[src/rtl/mem_stage_if.sv]
// Data-memory request/acknowledge bus between the MEM stage (master) and data memory (slave).
interface mem_stage_if;
  logic        dmem_req;
  logic        dmem_we;
  logic [31:0] dmem_addr;
  logic [31:0] dmem_wdata;
  logic [3:0]  dmem_be;
  logic        dmem_ack;
  logic [31:0] dmem_rdata;

  modport master (
    output dmem_req, dmem_we, dmem_addr, dmem_wdata, dmem_be,
    input  dmem_ack, dmem_rdata
  );

  modport slave (
    input  dmem_req, dmem_we, dmem_addr, dmem_wdata, dmem_be,
    output dmem_ack, dmem_rdata
  );
endinterface

[src/rtl/mem_stage.sv]
// MIPS MEM stage: sub-word load/store handling over a req/ack data bus, with stall,
// alignment-fault and ack-timeout reporting, feeding the MEM/WB pipeline register.
module mem_stage #(
  parameter int unsigned ACK_TIMEOUT = 16
) (
  input  logic        clk,
  input  logic        rst_n,
  input  logic [31:0] EX_MEM_alu_result,
  input  logic [31:0] EX_MEM_B_value,
  input  logic [4:0]  EX_MEM_dst_reg,
  input  logic [5:0]  EX_MEM_opcode,
  input  logic        EX_MEM_mem_read,
  input  logic        EX_MEM_mem_write,
  input  logic        EX_MEM_wb_reg_write,
  input  logic        EX_MEM_wb_mem_to_reg,
  mem_stage_if.master dmem,
  output logic        mem_stall,
  output logic [31:0] mem_fwd_val,
  output logic        mem_misaligned,
  output logic        mem_bus_err,
  output logic [31:0] MEM_WB_alu_result,
  output logic [31:0] MEM_WB_mem_data,
  output logic [4:0]  MEM_WB_dst_reg,
  output logic        MEM_WB_wb_reg_write,
  output logic        MEM_WB_wb_mem_to_reg
);

  typedef enum logic {IDLE, ACCESS} state_e;

  localparam logic [5:0] OP_LB  = 6'h20;
  localparam logic [5:0] OP_LH  = 6'h21;
  localparam logic [5:0] OP_LBU = 6'h24;
  localparam logic [5:0] OP_LHU = 6'h25;
  localparam logic [5:0] OP_SB  = 6'h28;
  localparam logic [5:0] OP_SH  = 6'h29;
  localparam logic [7:0] LAST_CNT = 8'(ACK_TIMEOUT - 1);

  state_e      state_q, state_d;
  logic [7:0]  cnt_q, cnt_d;
  logic        req_q, req_d, we_q, we_d;
  logic [31:0] addr_q, addr_d, wdata_q, wdata_d;
  logic [3:0]  be_q, be_d;
  logic        misal_q, misal_d, berr_q, berr_d;
  logic [31:0] wb_alu_q, wb_alu_d, wb_data_q, wb_data_d;
  logic [4:0]  wb_dst_q, wb_dst_d;
  logic        wb_rw_q, wb_rw_d, wb_m2r_q, wb_m2r_d;

  logic        mem_op, is_byte, is_half, load_signed, misaligned;
  logic [31:0] store_wdata, load_data;
  logic [3:0]  store_be;
  logic [7:0]  ld_byte;
  logic [15:0] ld_half;

  always_comb begin
    mem_op      = EX_MEM_mem_read | EX_MEM_mem_write;
    is_byte     = (EX_MEM_opcode == OP_LB) || (EX_MEM_opcode == OP_LBU) || (EX_MEM_opcode == OP_SB);
    is_half     = (EX_MEM_opcode == OP_LH) || (EX_MEM_opcode == OP_LHU) || (EX_MEM_opcode == OP_SH);
    load_signed = (EX_MEM_opcode == OP_LB) || (EX_MEM_opcode == OP_LH);
    misaligned  = is_half ? EX_MEM_alu_result[0] : (!is_byte && (EX_MEM_alu_result[1:0] != 2'b00));
  end

  // Store lane steering and load extraction; unknown opcodes fall through as word accesses.
  always_comb begin
    store_wdata = EX_MEM_B_value;
    store_be    = 4'b1111;
    if (is_byte) begin
      store_wdata = {4{EX_MEM_B_value[7:0]}};
      store_be    = 4'b0001 << EX_MEM_alu_result[1:0];
    end else if (is_half) begin
      store_wdata = {2{EX_MEM_B_value[15:0]}};
      store_be    = EX_MEM_alu_result[1] ? 4'b1100 : 4'b0011;
    end

    ld_byte   = 8'(dmem.dmem_rdata >> {EX_MEM_alu_result[1:0], 3'b000});
    ld_half   = EX_MEM_alu_result[1] ? dmem.dmem_rdata[31:16] : dmem.dmem_rdata[15:0];
    load_data = dmem.dmem_rdata;
    if (is_byte) begin
      load_data = load_signed ? {{24{ld_byte[7]}}, ld_byte} : {24'h0, ld_byte};
    end else if (is_half) begin
      load_data = load_signed ? {{16{ld_half[15]}}, ld_half} : {16'h0, ld_half};
    end
  end

  always_comb begin
    state_d   = state_q;
    cnt_d     = cnt_q;
    req_d     = req_q;
    we_d      = we_q;
    addr_d    = addr_q;
    wdata_d   = wdata_q;
    be_d      = be_q;
    misal_d   = 1'b0;
    berr_d    = 1'b0;
    mem_stall = 1'b0;
    wb_alu_d  = EX_MEM_alu_result;
    wb_data_d = 32'h0;
    wb_dst_d  = EX_MEM_dst_reg;
    wb_rw_d   = EX_MEM_wb_reg_write;
    wb_m2r_d  = EX_MEM_wb_mem_to_reg;

    case (state_q)
      IDLE: begin
        if (mem_op && !misaligned) begin
          state_d   = ACCESS;
          cnt_d     = 8'h0;
          req_d     = 1'b1;
          we_d      = EX_MEM_mem_write;
          addr_d    = {EX_MEM_alu_result[31:2], 2'b00};
          wdata_d   = EX_MEM_mem_write ? store_wdata : 32'h0;
          be_d      = EX_MEM_mem_write ? store_be : 4'b1111;
          mem_stall = 1'b1;
          wb_rw_d   = 1'b0;
          wb_m2r_d  = 1'b0;
        end else if (mem_op) begin
          misal_d  = 1'b1;
          wb_rw_d  = 1'b0;
          wb_m2r_d = 1'b0;
        end
      end
      ACCESS: begin
        // Ack wins over a simultaneous timeout; both release the stall in the same cycle.
        if (dmem.dmem_ack) begin
          state_d   = IDLE;
          req_d     = 1'b0;
          we_d      = 1'b0;
          be_d      = 4'b0000;
          wb_data_d = EX_MEM_mem_read ? load_data : 32'h0;
        end else if (cnt_q == LAST_CNT) begin
          state_d  = IDLE;
          req_d    = 1'b0;
          we_d     = 1'b0;
          be_d     = 4'b0000;
          berr_d   = 1'b1;
          wb_rw_d  = 1'b0;
          wb_m2r_d = 1'b0;
        end else begin
          cnt_d     = cnt_q + 8'h1;
          mem_stall = 1'b1;
          wb_rw_d   = 1'b0;
          wb_m2r_d  = 1'b0;
        end
      end
      default: state_d = IDLE;
    endcase
  end

  always_ff @(posedge clk or negedge rst_n) begin
    if (!rst_n) begin
      state_q   <= IDLE;
      cnt_q     <= 8'h0;
      req_q     <= 1'b0;
      we_q      <= 1'b0;
      addr_q    <= 32'h0;
      wdata_q   <= 32'h0;
      be_q      <= 4'b0000;
      misal_q   <= 1'b0;
      berr_q    <= 1'b0;
      wb_alu_q  <= 32'h0;
      wb_data_q <= 32'h0;
      wb_dst_q  <= 5'h0;
      wb_rw_q   <= 1'b0;
      wb_m2r_q  <= 1'b0;
    end else begin
      state_q   <= state_d;
      cnt_q     <= cnt_d;
      req_q     <= req_d;
      we_q      <= we_d;
      addr_q    <= addr_d;
      wdata_q   <= wdata_d;
      be_q      <= be_d;
      misal_q   <= misal_d;
      berr_q    <= berr_d;
      wb_alu_q  <= wb_alu_d;
      wb_data_q <= wb_data_d;
      wb_dst_q  <= wb_dst_d;
      wb_rw_q   <= wb_rw_d;
      wb_m2r_q  <= wb_m2r_d;
    end
  end

  assign dmem.dmem_req   = req_q;
  assign dmem.dmem_we    = we_q;
  assign dmem.dmem_addr  = addr_q;
  assign dmem.dmem_wdata = wdata_q;
  assign dmem.dmem_be    = be_q;

  assign mem_fwd_val          = EX_MEM_alu_result;
  assign mem_misaligned       = misal_q;
  assign mem_bus_err          = berr_q;
  assign MEM_WB_alu_result    = wb_alu_q;
  assign MEM_WB_mem_data      = wb_data_q;
  assign MEM_WB_dst_reg       = wb_dst_q;
  assign MEM_WB_wb_reg_write  = wb_rw_q;
  assign MEM_WB_wb_mem_to_reg = wb_m2r_q;

endmodule

[src/flat_wrapper.sv]
// flat-port wrapper written by rule: the top's interface ports become plain ports
module mem_stage_flat 
#(
  parameter int unsigned ACK_TIMEOUT = 16
)
  (clk, rst_n, EX_MEM_alu_result, EX_MEM_B_value, EX_MEM_dst_reg, EX_MEM_opcode, EX_MEM_mem_read, EX_MEM_mem_write, EX_MEM_wb_reg_write, EX_MEM_wb_mem_to_reg, mem_stall, mem_fwd_val, mem_misaligned, mem_bus_err, MEM_WB_alu_result, MEM_WB_mem_data, MEM_WB_dst_reg, MEM_WB_wb_reg_write, MEM_WB_wb_mem_to_reg, dmem_dmem_req, dmem_dmem_we, dmem_dmem_addr, dmem_dmem_wdata, dmem_dmem_be, dmem_dmem_ack, dmem_dmem_rdata);
  mem_stage_if dmem_i ();
  input  logic clk;
  input  logic rst_n;
  input  logic [31:0] EX_MEM_alu_result;
  input  logic [31:0] EX_MEM_B_value;
  input  logic [4:0] EX_MEM_dst_reg;
  input  logic [5:0] EX_MEM_opcode;
  input  logic EX_MEM_mem_read;
  input  logic EX_MEM_mem_write;
  input  logic EX_MEM_wb_reg_write;
  input  logic EX_MEM_wb_mem_to_reg;
  output logic mem_stall;
  output logic [31:0] mem_fwd_val;
  output logic mem_misaligned;
  output logic mem_bus_err;
  output logic [31:0] MEM_WB_alu_result;
  output logic [31:0] MEM_WB_mem_data;
  output logic [4:0] MEM_WB_dst_reg;
  output logic MEM_WB_wb_reg_write;
  output logic MEM_WB_wb_mem_to_reg;
  output wire logic [$bits(dmem_i.dmem_req)-1:0] dmem_dmem_req;
  output wire logic [$bits(dmem_i.dmem_we)-1:0] dmem_dmem_we;
  output wire logic [$bits(dmem_i.dmem_addr)-1:0] dmem_dmem_addr;
  output wire logic [$bits(dmem_i.dmem_wdata)-1:0] dmem_dmem_wdata;
  output wire logic [$bits(dmem_i.dmem_be)-1:0] dmem_dmem_be;
  input wire logic [$bits(dmem_i.dmem_ack)-1:0] dmem_dmem_ack;
  input wire logic [$bits(dmem_i.dmem_rdata)-1:0] dmem_dmem_rdata;
  assign dmem_dmem_req = dmem_i.dmem_req;
  assign dmem_dmem_we = dmem_i.dmem_we;
  assign dmem_dmem_addr = dmem_i.dmem_addr;
  assign dmem_dmem_wdata = dmem_i.dmem_wdata;
  assign dmem_dmem_be = dmem_i.dmem_be;
  assign dmem_i.dmem_ack = dmem_dmem_ack;
  assign dmem_i.dmem_rdata = dmem_dmem_rdata;
  mem_stage #(.ACK_TIMEOUT(ACK_TIMEOUT)) u_core (.clk(clk), .rst_n(rst_n), .EX_MEM_alu_result(EX_MEM_alu_result), .EX_MEM_B_value(EX_MEM_B_value), .EX_MEM_dst_reg(EX_MEM_dst_reg), .EX_MEM_opcode(EX_MEM_opcode), .EX_MEM_mem_read(EX_MEM_mem_read), .EX_MEM_mem_write(EX_MEM_mem_write), .EX_MEM_wb_reg_write(EX_MEM_wb_reg_write), .EX_MEM_wb_mem_to_reg(EX_MEM_wb_mem_to_reg), .dmem(dmem_i), .mem_stall(mem_stall), .mem_fwd_val(mem_fwd_val), .mem_misaligned(mem_misaligned), .mem_bus_err(mem_bus_err), .MEM_WB_alu_result(MEM_WB_alu_result), .MEM_WB_mem_data(MEM_WB_mem_data), .MEM_WB_dst_reg(MEM_WB_dst_reg), .MEM_WB_wb_reg_write(MEM_WB_wb_reg_write), .MEM_WB_wb_mem_to_reg(MEM_WB_wb_mem_to_reg));
endmodule
[config.mk]
export PLATFORM = sky130hd
export DESIGN_NAME = mem_stage_flat
export DESIGN_NICKNAME = d
export VERILOG_FILES = /design/src/rtl/mem_stage_if.sv /design/src/rtl/mem_stage.sv /design/src/flat_wrapper.sv
export SDC_FILE = /design/constraint.sdc
export NUM_CORES = 1
export LEC_CHECK = 0
export BUFFER_PORTS_ARGS = -buffer_cell sky130_fd_sc_hd__buf_4
export CAP_MARGIN = 20
export CORE_ASPECT_RATIO = 0.7
export CORE_MARGIN = 5
export CORE_UTILIZATION = 43
export DETAILED_ROUTE_END_ITERATION = 6
export GPL_TIMING_DRIVEN = 0
export PLACE_DENSITY = 0.84
export SLEW_MARGIN = 20
export SYNTH_ARGS = -nofsm -noshare
export SYNTH_HDL_FRONTEND = slang
export SYNTH_SLANG_ARGS = --single-unit
[constraint.sdc]
create_clock -name clk -period 2 [get_ports clk]
set_input_delay 0.4 -clock clk [delete_from_list [all_inputs] [get_ports clk]]
set_output_delay 0.4 -clock clk [all_outputs]
set_load 0.03 [all_outputs]
-- Yosys cells after proc, flatten, opt, wreduce, memory -nomap -nowiden
Cells that the tools add are included.
Widths: inputs -> output; s select.
- memories kept: 0
- bits in registers: 150
- ROM bits: 0
- latch bits: 0
- memory bits (writable): 0
- output and inout port bits: 176
- logic and storage cells: 91
- input bits: 114
- $add $sub $neg: 1
- reduce and logical (&&, ||, !) cells: 13
- $mul: 0
- bitwise logic cells: 2
- equality and inequality tests: 11
- muxes and demuxes: 48
- shift-type cells: 2
- $lt $le $gt $ge: 0
- divide/modulo/power cells: 0
- operator list (cell ; count):
    $mux 32 ; 10
    $eq 6x6->1 const B ; 6
    $shr 32x5->8 ; 1
    $mux 4 ; 7
    $mux 8 ; 3
    $mux 1 ; 20
    $mux 16 ; 1
    $pmux 8 s2 ; 1
    $pmux 1 s2 ; 5
    $add 8x1->8 const B ; 1
    $eq 8x4->1 const B ; 1
    $pmux 4 s2 ; 1
    $logic_or 1x1->1 ; 5
    $ne 2x2->1 const B ; 2
    $reduce_and 2->1 ; 2
    $shl 1x2->4 const A ; 1
    $ne 3x3->1 const B ; 1
    $reduce_and 3->1 ; 1
    $logic_and 1x1->1 ; 2
    $logic_not 1->1 ; 2
    $ne 2x1->1 const B ; 1
    $reduce_bool 2->1 ; 1
    $not 1->1 ; 1
    $or 1x1->1 ; 1

-- Longest topological paths before layout
- word-level depth: 10
- mapped depth: 7

-- Worst setup path after synthesis
No wires, ideal clock.
- path type: reg-to-output
- start point: register u_core.cnt_q[0]
- end point: output mem_stall
- path buffers: 1
- setup slack: -0.111 ns
- arrival time: 1.711 ns
- stages on the path, launching flop included: 7
- cell sequence: dfrtp_1 -> ha_1 -> and3_1 -> clkbuf_1 -> a311oi_2 -> o31ai_2 -> inv_1
- cells in the longest elaborated chain, start to end: 4
- ends and longest elaborated chain (item ; RTL line ; text):
    start, declared ; mem_stage.sv:39 ; logic [7:0] cnt_q, cnt_d;
    start signal, assigned ; mem_stage.sv:165 ; cnt_q <= cnt_d;
    $eq 8x4->1 ; mem_stage.sv:128 ; end else if (cnt_q == LAST_CNT) begin
    $mux 1 ; mem_stage.sv:128 ;
    $mux 1 ; mem_stage.sv:122 ; if (dmem.dmem_ack) begin
    $pmux 1 s2 ; mem_stage.sv:101 ; case (state_q)
    end, declared ; flat_wrapper.sv:18 ; output logic mem_stall;
Every way passes these cells.

-- Final worst setup path
Ends and elaborated chain as after synthesis.

==> qor.yml <==
synth_top_area_share_pct: 58.14
finalHoldViolations: 0
critPathArrivalTime_ps: 1830
whs_endpoint: "u_core.MEM_WB_dst_reg[0]$_DFF_PN0_"
antenna_found_initial: 0
layoutNonFillerInstCount: 1110
yosysTopAreaCell: "dfrtp_1"
final_util_pct: 65.18
clock-sinks: 150
core_mm2: 0.01472
report.final.slew_viol_count: 0
max_slew_margin_pct: 51.00
drt-total-wl_um: 20840
post-route-drc-count: 0
tightest_slew_ps: 735.1
ys_types: 55
cts_tree: "yes"
dp_hpwl_um: 15780
setup.worst_path.start_class: "flop"
cts_htree_levels: 4
dieArea_mm2: 0.01760
skew_ps: 9.945
hp-start: "EX_MEM_dst_reg[0]"
reg2reg_to: "u_core.MEM_WB_mem_data[26]$_DFF_PN0_"
pwr_density_cell_mw_per_mm2: 1152
place_congestion: 0.8535
endpoint_kind: "output pin"
clk_path_buf_depth: 2
placed_cell_area_mm2: 0.008907
layout-drive-gt1-share_pct: 45.46
setup_tns_ps: -225.9
regArea_mm2: 0.003755
clock_latency_ps: 400
crit_type: "flop to output pin"
whs_path_depth: 1
antennaDiodeCount: 0
hold_class: "input port to flop"
synth_edf_count: 0
status: "finished, violations left"
track_usage_pct: 23.45
vias: 5694
syn_area_mm2: 0.006456
rr_startpoint: "u_core.state_q$_DFF_PN0_"
overflow: 0
cts_buffers: 17
ir_worst_vdd_mv: 0.5264
wl_per_cell_um: 18.78
async_flop_share_pct: 100.0
finalSetupViolCount: 1
grt_pass1_vias: 5941
fill_cells: 1173
violations: "setup timing"
r2r_slack_ps: 180
area_delta_synth_final_pct: 48.62
rsz0062_at_grt: "true"
min_period_ps: 2226
die_x_um: 156.5
grt_max_degree: 80
avgSynthCellArea_um2: 10.98
ys_warn_count: 0
multi_input_area_mm2: 0.002311
stdcell_area_mm2: 0.009595
clockRootBuffer: "clkbuf_16"
grt_pass1_wl_um: 32620
viasPerCell: 5.130
ys_seq_area_share_pct: 58.14
io_buffers: 286
ios: 290
dp.cells: 1071
synth_cells: 588
worstPathRequired_ps: 1600
initial_core_util_pct: 43.86
fp.dieH_um: 112.5
fin_crit_sh_pct: 111.3
fin_ws_ps: -225.9
ys_ff_latch: 150
synthTopCellsByCount: "150 x dfrtp_1, 140 x nand2_1, 36 x buf_4"
fp-row-count: 37
worst-path-max-fanout: 2
drtPass1Iterations: 5
cts.clk_slew.worst_paths_ps: 70
r2r_cells: 5
synth_most_common_cell: "dfrtp_1"
fin_nets: 1017
synth_top_cells_by_area: "dfrtp_1 58%, nand2_1 8.1%, buf_4 4.2%"
drt_iter0_drc: 378
p_leak_uw: 0.005155
maxCapViolCount: 0
ys.flop_type: "dfrtp_1"
fmaxAchievable_ghz: 0.4493
detail-route-antenna-nets: 0
## through the flow
stage	hold WS, ps	total power [uW]	setup slack, ps
global route	72.93	11580	-304.2
CTS	79.31	11130	-287.5
finish	96.83	11060	-225.9
global placement	453.0	7689	-201.1
floorplan	104.4	6128	45.97
detailed placement	434.3	7802	-215.4
## where the power goes
group	leakage, uW	total (uW)	switching, uW	internal, uW
clock	0.000287	3230	1350	1880
sequential	0.00191	4000	358	3640
combinational	0.00296	3830	2360	1470
## how the worst max path moves through the flow
stage                                                     to  slack [ps]  depth (start not counted)                   startpoint
after detailed placement                           mem_stall        -220                          7  u_core.cnt_q[0]$_DFFE_PN0P_
final                                              mem_stall        -230                          6  u_core.cnt_q[0]$_DFFE_PN0P_
after global placement    u_core.MEM_WB_dst_reg[3]$_DFF_PN0_        -200                          1                        rst_n
after CTS                                          mem_stall        -290                          6  u_core.cnt_q[1]$_DFFE_PN0P_
after global routing                               mem_stall        -300                          6  u_core.cnt_q[0]$_DFFE_PN0P_
after floorplan                                    mem_stall          50                          6  u_core.cnt_q[0]$_DFFE_PN0P_
## kinds of logic after synthesis
family / count (synthesis) / share of synthesized area [%]
buf+inv: 69 / 6.822
other cells: 1 / 0.05808
simple gates: 218 / 14.79
xor+xnor: 1 / 0.1357
compound gates: 114 / 12.60
fa+ha+maj: 1 / 0.1938
mux: 34 / 7.267
flops: 150 / 58.14
## critical path: stages, from the launching register on
cell      delay (ps)
dfrtp_1          380
ha_2             190
and3_4           190
a311oi_4         310
o31ai_4          140
inv_2             80
buf_6            130
## what timing repair did
action | 4_1_cts | 5_1_grt
hold buffers | 1 | 0
setup buffers | 6 | 2
pin swaps | 2 | 2
cloned | 0 | 0
setup endpoints to repair | 2 | 11
hold endpoints to repair | 17 | 0
resized for setup | 7 | 4
## per-layer routing
layer	GRT usage, %	wire length [um]	vias up
met2	38.11	10240	274
li1	-	-	2615
met1	30.86	8299	2779
met5	0	0	-
met4	6.763	381	0
met3	6.551	1921	26
## cells in the final DEF (no fill, tap or decap), drive strengths merged, types with 11 or more instances in the layout
cell	netlist	routed
nor2	33	33
a22o	11	11
dfrtp	150	150
inv	4	12
o21ai	42	42
nor3	12	12
nand2	140	140
a21o	18	18
a21oi	12	12
clkbuf	13	29
buf	52	347
mux2i	18	18
nand3	14	14
## layout make-up
cell class	count	area share, %
clock inverters	14	1.708
plain buffers	63	4.394
repair buffers	296	23.51
clock buffers	18	4.473
well taps	195	2.543
multi-input cells	370	24.08
flip-flops and latches	150	39.13
inverters	4	0.1565
Power figures use the tool's default switching activity.
